--- src/rtl/glyph_pixel_fetch.sv ---
// Glyph bit fetch from font flash through a one-byte cache; emits fg/bg colour per pixel.
// Hit: 1 cycle accept-to-pixel; miss: flash request/grant/data round trip; px_ready stalls via in_ready.
module glyph_pixel_fetch #(
  parameter int OFFS_W     = 30,
  parameter int CHAR_SHIFT = 13,
  parameter int FLASH_AW   = 27,
  parameter int COLOR_W    = 16,
  parameter int TAG_W      = 16
) (
  input  logic                clk,
  input  logic                rst_n,
  input  logic                in_valid,
  output logic                in_ready,
  input  logic [OFFS_W-1:0]   in_bit_offset,
  input  logic [7:0]          in_char_code,
  input  logic [COLOR_W-1:0]  in_fg,
  input  logic [COLOR_W-1:0]  in_bg,
  input  logic [TAG_W-1:0]    in_tag,
  output logic                fl_req,
  output logic [FLASH_AW-1:0] fl_addr,
  input  logic                fl_gnt,
  input  logic                fl_rvalid,
  input  logic [7:0]          fl_rdata,
  input  logic                cache_inv,
  output logic                px_valid,
  input  logic                px_ready,
  output logic [COLOR_W-1:0]  px_color,
  output logic [TAG_W-1:0]    px_tag
);

  localparam logic [1:0] IDLE = 2'd0;
  localparam logic [1:0] REQ  = 2'd1;
  localparam logic [1:0] WAIT = 2'd2;
  localparam logic [1:0] OUT  = 2'd3;

  logic [1:0]          state;
  logic                c_valid;
  logic [FLASH_AW-1:0] c_addr;
  logic [7:0]          c_data;
  logic [FLASH_AW-1:0] l_addr;
  logic [2:0]          l_bitsel;
  logic [COLOR_W-1:0]  l_fg;
  logic [COLOR_W-1:0]  l_bg;

  logic [OFFS_W-1:0]   char_term;
  logic [OFFS_W-1:0]   full_addr;
  logic [FLASH_AW-1:0] byte_addr;
  logic [2:0]          bitsel;
  logic                hit;
  logic                accept;

  // Sum is truncated to OFFS_W bits, dropping the carry out.
  assign char_term = OFFS_W'(in_char_code) << CHAR_SHIFT;
  assign full_addr = in_bit_offset + char_term;
  assign byte_addr = full_addr[OFFS_W-1:3];
  assign bitsel    = 3'd7 - full_addr[2:0];
  // A same-cycle invalidate forces the lookup to miss.
  assign hit       = c_valid && !cache_inv && (c_addr == byte_addr);

  assign in_ready = rst_n && ((state == IDLE) || ((state == OUT) && px_ready));
  assign accept   = in_valid && in_ready;
  assign fl_req   = (state == REQ);
  assign fl_addr  = (state == REQ) ? l_addr : '0;
  assign px_valid = (state == OUT);

  always_ff @(posedge clk) begin
    if (!rst_n) begin
      state    <= IDLE;
      c_valid  <= 1'b0;
      c_addr   <= '0;
      c_data   <= '0;
      l_addr   <= '0;
      l_bitsel <= '0;
      l_fg     <= '0;
      l_bg     <= '0;
      px_color <= '0;
      px_tag   <= '0;
    end else begin
      if (cache_inv)
        c_valid <= 1'b0;
      case (state)
        IDLE, OUT: begin
          if (accept) begin
            l_addr   <= byte_addr;
            l_bitsel <= bitsel;
            l_fg     <= in_fg;
            l_bg     <= in_bg;
            px_tag   <= in_tag;
            if (hit) begin
              px_color <= c_data[bitsel] ? in_fg : in_bg;
              state    <= OUT;
            end else begin
              state    <= REQ;
            end
          end else if (state == OUT && px_ready) begin
            state <= IDLE;
          end
        end
        REQ: begin
          if (fl_gnt)
            state <= WAIT;
        end
        WAIT: begin
          if (fl_rvalid) begin
            c_data   <= fl_rdata;
            c_addr   <= l_addr;
            c_valid  <= !cache_inv;
            px_color <= fl_rdata[l_bitsel] ? l_fg : l_bg;
            state    <= OUT;
          end
        end
        default: state <= IDLE;
      endcase
    end
  end

endmodule

--- config.mk ---
export PLATFORM = sky130hd
export DESIGN_NAME = glyph_pixel_fetch
export DESIGN_NICKNAME = d
export VERILOG_FILES = /design/src/rtl/glyph_pixel_fetch.sv
export SDC_FILE = /design/constraint.sdc
export NUM_CORES = 1
export LEC_CHECK = 0
export CORE_ASPECT_RATIO = 0.6
export CORE_UTILIZATION = 45
export DETAILED_ROUTE_END_ITERATION = 7
export PLACE_DENSITY = 0.74
export SLEW_MARGIN = 5
export SYNTH_ARGS = -nofsm -noshare
export SYNTH_HDL_FRONTEND = slang
export SYNTH_SLANG_ARGS = --single-unit
export TNS_END_PERCENT = 10
--- constraint.sdc ---
create_clock -name clk -period 3.9 [get_ports clk]
set_clock_uncertainty 0.1 [all_clocks]
set_input_delay 0.78 -clock clk [delete_from_list [all_inputs] [get_ports clk]]
set_output_delay 0.78 -clock clk [all_outputs]
set_load 0.03 [all_outputs]
==> results of run 1 <==
-- cell usage after synthesis, drive strengths merged, types with 2 or more instances --
cell     count  area, um2
mux4         4       90.1
nand4        2       12.5
a21oi      116        581
a21o         2       15.0
or2          2       12.5
ha          12        150
o21ai        9       45.0
nand3        6       35.0
xor2        15        131
a211o        2       17.5
nor3         3       15.0
nand2b       5       31.3
and4         2       17.5
a2111oi      2       36.3
o211ai      18        135
and3         3       18.8
nor2b        3       18.8
inv          8       30.0
clkbuf      42        158
nor3b        3       22.5
mux2i       37        370
a31oi        3       33.8
dfxtp      132       2640
and2        29        181
buf         10       47.6
nor2        29        109
mux2        16        180
nand2      244        916
nor4         3       33.8
a211oi      17        128
xnor2       20        183
-- layout make-up --
| class | instances | share of cell area |
|---|---|---|
| clock buffer | 19 | 0.0494 |
| clock inverter | 13 | 0.0154 |
| inverter | 8 | 0.00341 |
| multi-input combinational | 621 | 0.406 |
| sequential | 132 | 0.288 |
| tap | 192 | 0.0262 |
| timing repair buffer | 199 | 0.211 |
-- how the worst max path moves through the flow --
stage	startpoint	to	cells past startpoint
finish	in_bit_offset[14]	px_color[6]$_SDFFE_PN0P_	12
global route	in_bit_offset[14]	px_color[6]$_SDFFE_PN0P_	12
global placement	in_bit_offset[13]	px_color[15]$_SDFFE_PN0P_	13
detailed placement	in_bit_offset[13]	px_color[15]$_SDFFE_PN0P_	13
floorplan	in_bit_offset[13]	px_color[10]$_SDFFE_PN0P_	11
CTS	in_bit_offset[13]	px_color[6]$_SDFFE_PN0P_	13
-- routing by layer --
layer / vias up / part of all wire / GRT usage
met5: - / 0 / 0
met3: 13 / 0.083 / 0.0695
met4: 0 / 0.0078 / 0.0623
met1: 2872 / 0.49 / 0.343
li1: 3096 / - / -
met2: 191 / 0.42 / 0.368
-- metrics by stage --
step / worst slack, ns / util
global route: 0.0374 / 0.658
detailed placement: -0.343 / 0.611
CTS: 0.0363 / 0.654
global placement: -0.279 / 0.611
floorplan: 0.159 / -
finish: 0.121 / 0.658
-- what timing repair did --
| item | CTS | global route |
|---|---|---|
| setup buffers | 0 | 0 |
| setup endpoints to repair | 0 | 16 |
| gates resized for setup | 0 | 9 |
-- cell families (layout without fill, tap and decap cells) --
family                     count (synthesis)  in the layout
muxes                                     57             57
DFF                                      132            132
buffers and inverters                     60            239
adders and majority gates                 13             13
xor gates and xnor gates                  35             35
AOI/OAI and AO/OA                        182            182
and+or+nand+nor                          334            334
-- state kept, by name, indices dropped and copies added (netlist names) --
| signal | count |
|---|---|
| state | 2 |
| px_color | 16 |
| c_valid | 1 |
| l_bitsel | 3 |
| c_data | 8 |
| l_fg | 16 |
| l_addr | 27 |
| l_bg | 16 |
| px_tag | 16 |
| c_addr | 27 |
-- critical path, stage by stage --
cell and delay, ns:
clkdlybuf4s50_1 0.45, fa_2 0.42, a211o_1 0.32, a221oi_4 0.35
buf_6 0.17, a211oi_4 0.06, xnor2_1 0.23, o211ai_1 0.17
a2111oi_4 0.47, a31oi_4 0.17, buf_12 0.18, mux2i_4 0.18
-- report_power, final --
part           total, uW  internal (uW)  switching, uW  leakage (uW)
logic               1480            596            888       0.00204
registers           1600           1510           98.1       0.00107
clock network       1590            936            656      0.000290
==> flow_summary.yaml, run 1 <==
routing:
  vias_per_cell: 5.21
  drt_iter0_drc: 298
  antenna_left: 0
  dr.pass1.iters: 5
  routed_wl_mm: 18.0
  drcViolationCount: 0
  wire_per_inst_um: 15.2
  vias: 6172
synthesis:
  synth_compound_area_frac: 0.171
  yosysWarnings: 0
  synth.mux.area_fraction: 0.0979
  synth_fp_nets: 927
  ys_ff_latch: 132
  yosys.area_share.adder: 0.0260
  netlist_area_mm2: 0.00655
  synth-simple-area-share: 0.218
  synth_cell_types: 54
  synth_top_family_by_area: "simple AND/OR/NAND/NOR gates"
  async_reset_ff_frac: 0
  seq_area_frac_synth: 0.404
  synth_edf_count: 0
  syn_avg_cell_area_um2: 8.05
  ys.flop_type: "dfxtp_1"
  synth_xor_xnor_area_share: 0.0480
  syn_inst: 813
timing:
  slew_headroom: 0.330
  worst_hold_slack_ns: 0.352
  finalCritPeriodShare: 0.969
  hold_viol: 0
  rsz0062_at_grt: "false"
  drv_slew: 0
  finalSetupViolCount: 0
  tightest_slew_ns: 1.00
  max_freq_mhz: 265
  setup_tns_ns: 0
  min_period_ns: 3.78
floorplanning:
  row_count: 33
  dieArea_mm2: 0.0150
  die_width_um: 158
  dieHeight_um: 95.4
  core_mm2: 0.0139
  start_util: 0.470
  io-pin-count: 163
job:
  cap_violations: 0
final_layout:
  area_growth_syn_to_layout_pct: 40.0
  final_common_cell: "nand2_1"
  num_antenna_cells: 0
  final_cell_mix: "nand2_1, clkdlybuf4s50_1, dfxtp_1, a21oi_1, buf_4"
  finalInstanceArea_mm2: 0.00916
  multiInputGateArea_mm2: 0.00372
  ff_latch_area_mm2: 0.00264
  fillers: 1207
  fin_nets: 1093
  fin_cells: 1184
  drive_gt1_frac: 0.108
global_routing:
  antenna_found_initial: 0
  grt_pass1_wl_mm: 28.6
  gr-usage-all-layers: 0.245
  grt_pass1_vias: 5649
  gr-total-overflow: 0
  grt_start_max_net_pins: 79
pwr:
  power_density_mw_per_mm2: 511
  ir_drop_uv: 338
  p_leak_uw: 0.00340
  total_power_uw: 4680
critical_path:
  r2r_start: "c_addr[0]$_SDFFE_PN0P_"
  required_ns: 4.08
  crit_arrival_ns: 3.96
  r2r_end: "px_color[6]$_SDFFE_PN0P_"
  worstSetupEndpointType: "flop"
  reg2reg_slack_ns: 1.19
  cp-start-kind: "input port"
  worst-r2r-cell-count: 9
  worstPathMaxFanout: 8
  worstSetupPathType: "input port to flop"
cts:
  cts-buffers-inserted: 17
  tritoncts: "done"
  cts.sinks: 132
  clkLatencyLatePin_ns: 0.41
  clockBufferDepth: 2
  clk_pin_slew_worst_paths_ns: 0.06
  cts_hold_buf: 0
  cts_max_level: 4
  cts_root_buf: "clkbuf_16"
placed_design:
  place_area_mm2: 0.00850
  portBuffers: 162
  placed_cells: 1151
  dp_hpwl_mm: 12.4
  routabilityCongestion: 0.883
hold_path:
  hold_path.startpoint: "l_fg[15]$_SDFFE_PN0P_"
  hold_depth: 2
  min_delay_worst_endpoint: "l_fg[15]$_SDFFE_PN0P_"
  hold_class: "flop to flop"
run_status:
  status: "complete, no violations"
Note: power is estimated with default switching activity, not from simulation.
==> run 2, diff against run 1 <==
--- a/config.mk
+++ b/config.mk
@@ -6,6 +6,7 @@
 export NUM_CORES = 1
 export LEC_CHECK = 0
 export CORE_ASPECT_RATIO = 0.6
+export CORE_MARGIN = 2
 export CORE_UTILIZATION = 45
 export DETAILED_ROUTE_END_ITERATION = 7
 export PLACE_DENSITY = 0.74
==> run 2 against run 1 <==
Effect of this change:
- cell area is essentially flat
- global-route usage down 1.3 points
- largest power group unchanged
- hold slack got worse by 0.00069 ns
- first-iteration DRC count is 38% higher
- routed wire length down 0.54%
- highest routed layer unchanged
- final cell count up 0.34%
- fmax down 0.42%
- critical path depth up 1
- largest cell class unchanged
- die area grew 3.4%
- via count decreased by 0.83%
==> flow_summary.yaml, run 2 (synthesized netlist as in run 1, its figures left out) <==
routing:
  vias: 6121
  drt_iter0_drc: 411
  routed_wl_mm: 17.9
  dr.pass1.iters: 5
  antenna_left: 0
  vias_per_cell: 5.15
  drcViolationCount: 0
  wire_per_inst_um: 15.1
critical_path:
  cp-start-kind: "input port"
  crit_cells: 13
  worst-r2r-cell-count: 9
  reg2reg_slack_ns: 1.22
  r2r_start: "c_addr[0]$_SDFFE_PN0P_"
  crit_slowest_cell: "clkdlybuf4s50_1"
  path_buf_inv: 4
  required_ns: 4.09
  path_cells: "clkdlybuf4s50_1, fa_2, a211o_1, a221oi_4, buf_6, buf_4, a211oi_2, xnor2_1, nor2_2, a2111oi_4, a31oi_4, clkbuf_16, mux2i_1"
  critPathMaxStageDelay_ns: 0.46
  crit_arrival_ns: 3.99
  r2r_end: "px_color[10]$_SDFFE_PN0P_"
  worstSetupPathType: "input port to flop"
  worstSetupEndpointType: "flop"
  cp_top_family: "compound AO/OA/AOI/OAI gates"
  worstPathMaxFanout: 8
run_status:
  status: "complete, no violations"
timing:
  finalCritPeriodShare: 0.973
  slew_headroom: 0.265
  max_freq_mhz: 264
  drv_slew: 0
  worst_hold_slack_ns: 0.352
  tightest_slew_ns: 1.10
  hold_viol: 0
  rsz0062_at_grt: "false"
  finalSetupViolCount: 0
  min_period_ns: 3.79
floorplanning:
  row_count: 34
  io-pin-count: 163
  dieArea_mm2: 0.0156
  die_width_um: 160
  core_mm2: 0.0143
  start_util: 0.457
  dieHeight_um: 97.4
final_layout:
  fin_cells: 1188
  fin_nets: 1091
  final_cell_mix: "nand2_1, clkdlybuf4s50_1, dfxtp_1, a21oi_1, mux2i_1"
  top_regs: "c_addr (27), l_addr (27)"
  num_antenna_cells: 0
  area_growth_syn_to_layout_pct: 39.9
  finalInstanceArea_mm2: 0.00916
  drive_gt1_frac: 0.107
  final_common_cell: "nand2_1"
placed_design:
  routabilityCongestion: 0.847
  portBuffers: 162
  place_area_mm2: 0.00849
  dp_hpwl_mm: 12.3
  placed_cells: 1152
cts:
  cts_hold_buf: 0
  cts.sinks: 132
  clockBufferDepth: 2
  cts-buffers-inserted: 17
  cts_max_level: 4
  clkLatencyLatePin_ns: 0.41
  cts_root_buf: "clkbuf_16"
  tritoncts: "done"
  clk_pin_slew_worst_paths_ns: 0.06
pwr:
  seqPwrFrac: 0.343
  power_density_mw_per_mm2: 511
  p_leak_uw: 0.00339
  intPower_uw: 3070
  switchingPower_uw: 1610
  clkPwrFrac: 0.340
  pwr-share-comb: 0.317
  ir_drop_uv: 321
  swShare: 0.343
global_routing:
  grt_pass1_vias: 5758
  gr-total-overflow: 0
  antenna_found_initial: 0
  gr-usage-all-layers: 0.232
  grt_start_max_net_pins: 101
  grt_pass1_wl_mm: 29.4
hold_path:
  min_delay_worst_endpoint: "px_tag[9]$_SDFFE_PN0P_"
  hold_path.startpoint: "px_tag[9]$_SDFFE_PN0P_"
  hold_class: "flop to flop"
  hold_depth: 2
job:
  cap_violations: 0
## run 2: cell count changes in the layout (fill, tap and decap cells not counted), sizes merged
cell / previous run / this run
bufinv: 1 / 2
clkinvlp: 1 / 3
clkbuf: 20 / 19
inv: 13 / 11
buf: 37 / 35
## run 2: per-stage QoR
step	setup TNS (ns)	util	worst slack, ns	total power [uW]
floorplan	0	-	0.159	2570
global placement	-5.01	0.592	-0.310	3080
detailed placement	-5.58	0.592	-0.347	3090
CTS	0	0.633	0.0406	4680
global route	0	0.639	0.0238	4920
finish	0	0.639	0.105	4680
## run 2: timing repair
item | 4_1_cts | 5_1_grt
setup endpoints to repair | 0 | 16
gates resized for setup | 0 | 9
buffers inserted | 0 | 3
## run 2: layout make-up
class / count / area [um2]
clock inverter: 14 / 150
tap: 198 / 248
sequential: 132 / 2640
timing repair buffer: 197 / 1930
clock buffer: 18 / 439
inverter: 8 / 31.3
fill: 1256 / 5180
multi-input combinational: 621 / 3710
## run 2: worst max-delay path by stage
| stage | slack [ns] | end | from |
|---|---|---|---|
| 4_1_cts | 0.04 | px_color[4]$_SDFFE_PN0P_ | in_bit_offset[13] |
| 5_1_grt | 0.02 | px_color[4]$_SDFFE_PN0P_ | in_bit_offset[14] |
| 3_3_place_gp | -0.31 | px_color[13]$_SDFFE_PN0P_ | in_bit_offset[13] |
| 6_report | 0.11 | px_color[10]$_SDFFE_PN0P_ | in_bit_offset[14] |
| 3_5_place_dp | -0.35 | px_color[4]$_SDFFE_PN0P_ | in_bit_offset[13] |
| 2_1_floorplan | 0.16 | px_color[10]$_SDFFE_PN0P_ | in_bit_offset[13] |
## run 2: worst reg2reg max path, delay by kind of cell, from the launching register on
| kind | cells | cell delay, ns |
|---|---|---|
| simple gates | 4 | 1.18 |
| mux | 1 | 0.12 |
| xor+xnor | 1 | 0.14 |
| buf+inv | 1 | 0.22 |
| flops | 1 | 0.31 |
| compound gates | 2 | 0.49 |
## run 2: power by group through the flow
stage          registers [uW]  clock network (uW)  logic [uW]
6_report                 1600                1590        1480
5_1_grt                  1630                1670        1620
4_1_cts                  1600                1610        1470
3_5_place_dp             1630                   0        1460
3_3_place_gp             1630                   0        1450
2_1_floorplan            1670                   0         899
## run 2: routing by layer
layer,routed length [um],global-route usage
met1,9000,0.341
met2,7390,0.335
met3,1400,0.0683
met4,125,0.0469
met5,0,0
==> run 3, diff against run 2 <==
--- a/config.mk
+++ b/config.mk
@@ -10,7 +10,7 @@
 export CORE_UTILIZATION = 45
 export DETAILED_ROUTE_END_ITERATION = 7
 export PLACE_DENSITY = 0.74
-export SLEW_MARGIN = 5
+export SLEW_MARGIN = 20
 export SYNTH_ARGS = -nofsm -noshare
 export SYNTH_HDL_FRONTEND = slang
 export SYNTH_SLANG_ARGS = --single-unit
==> results of run 3 <==
No change in the layout: final DEF, timing and power equal those of run 2.
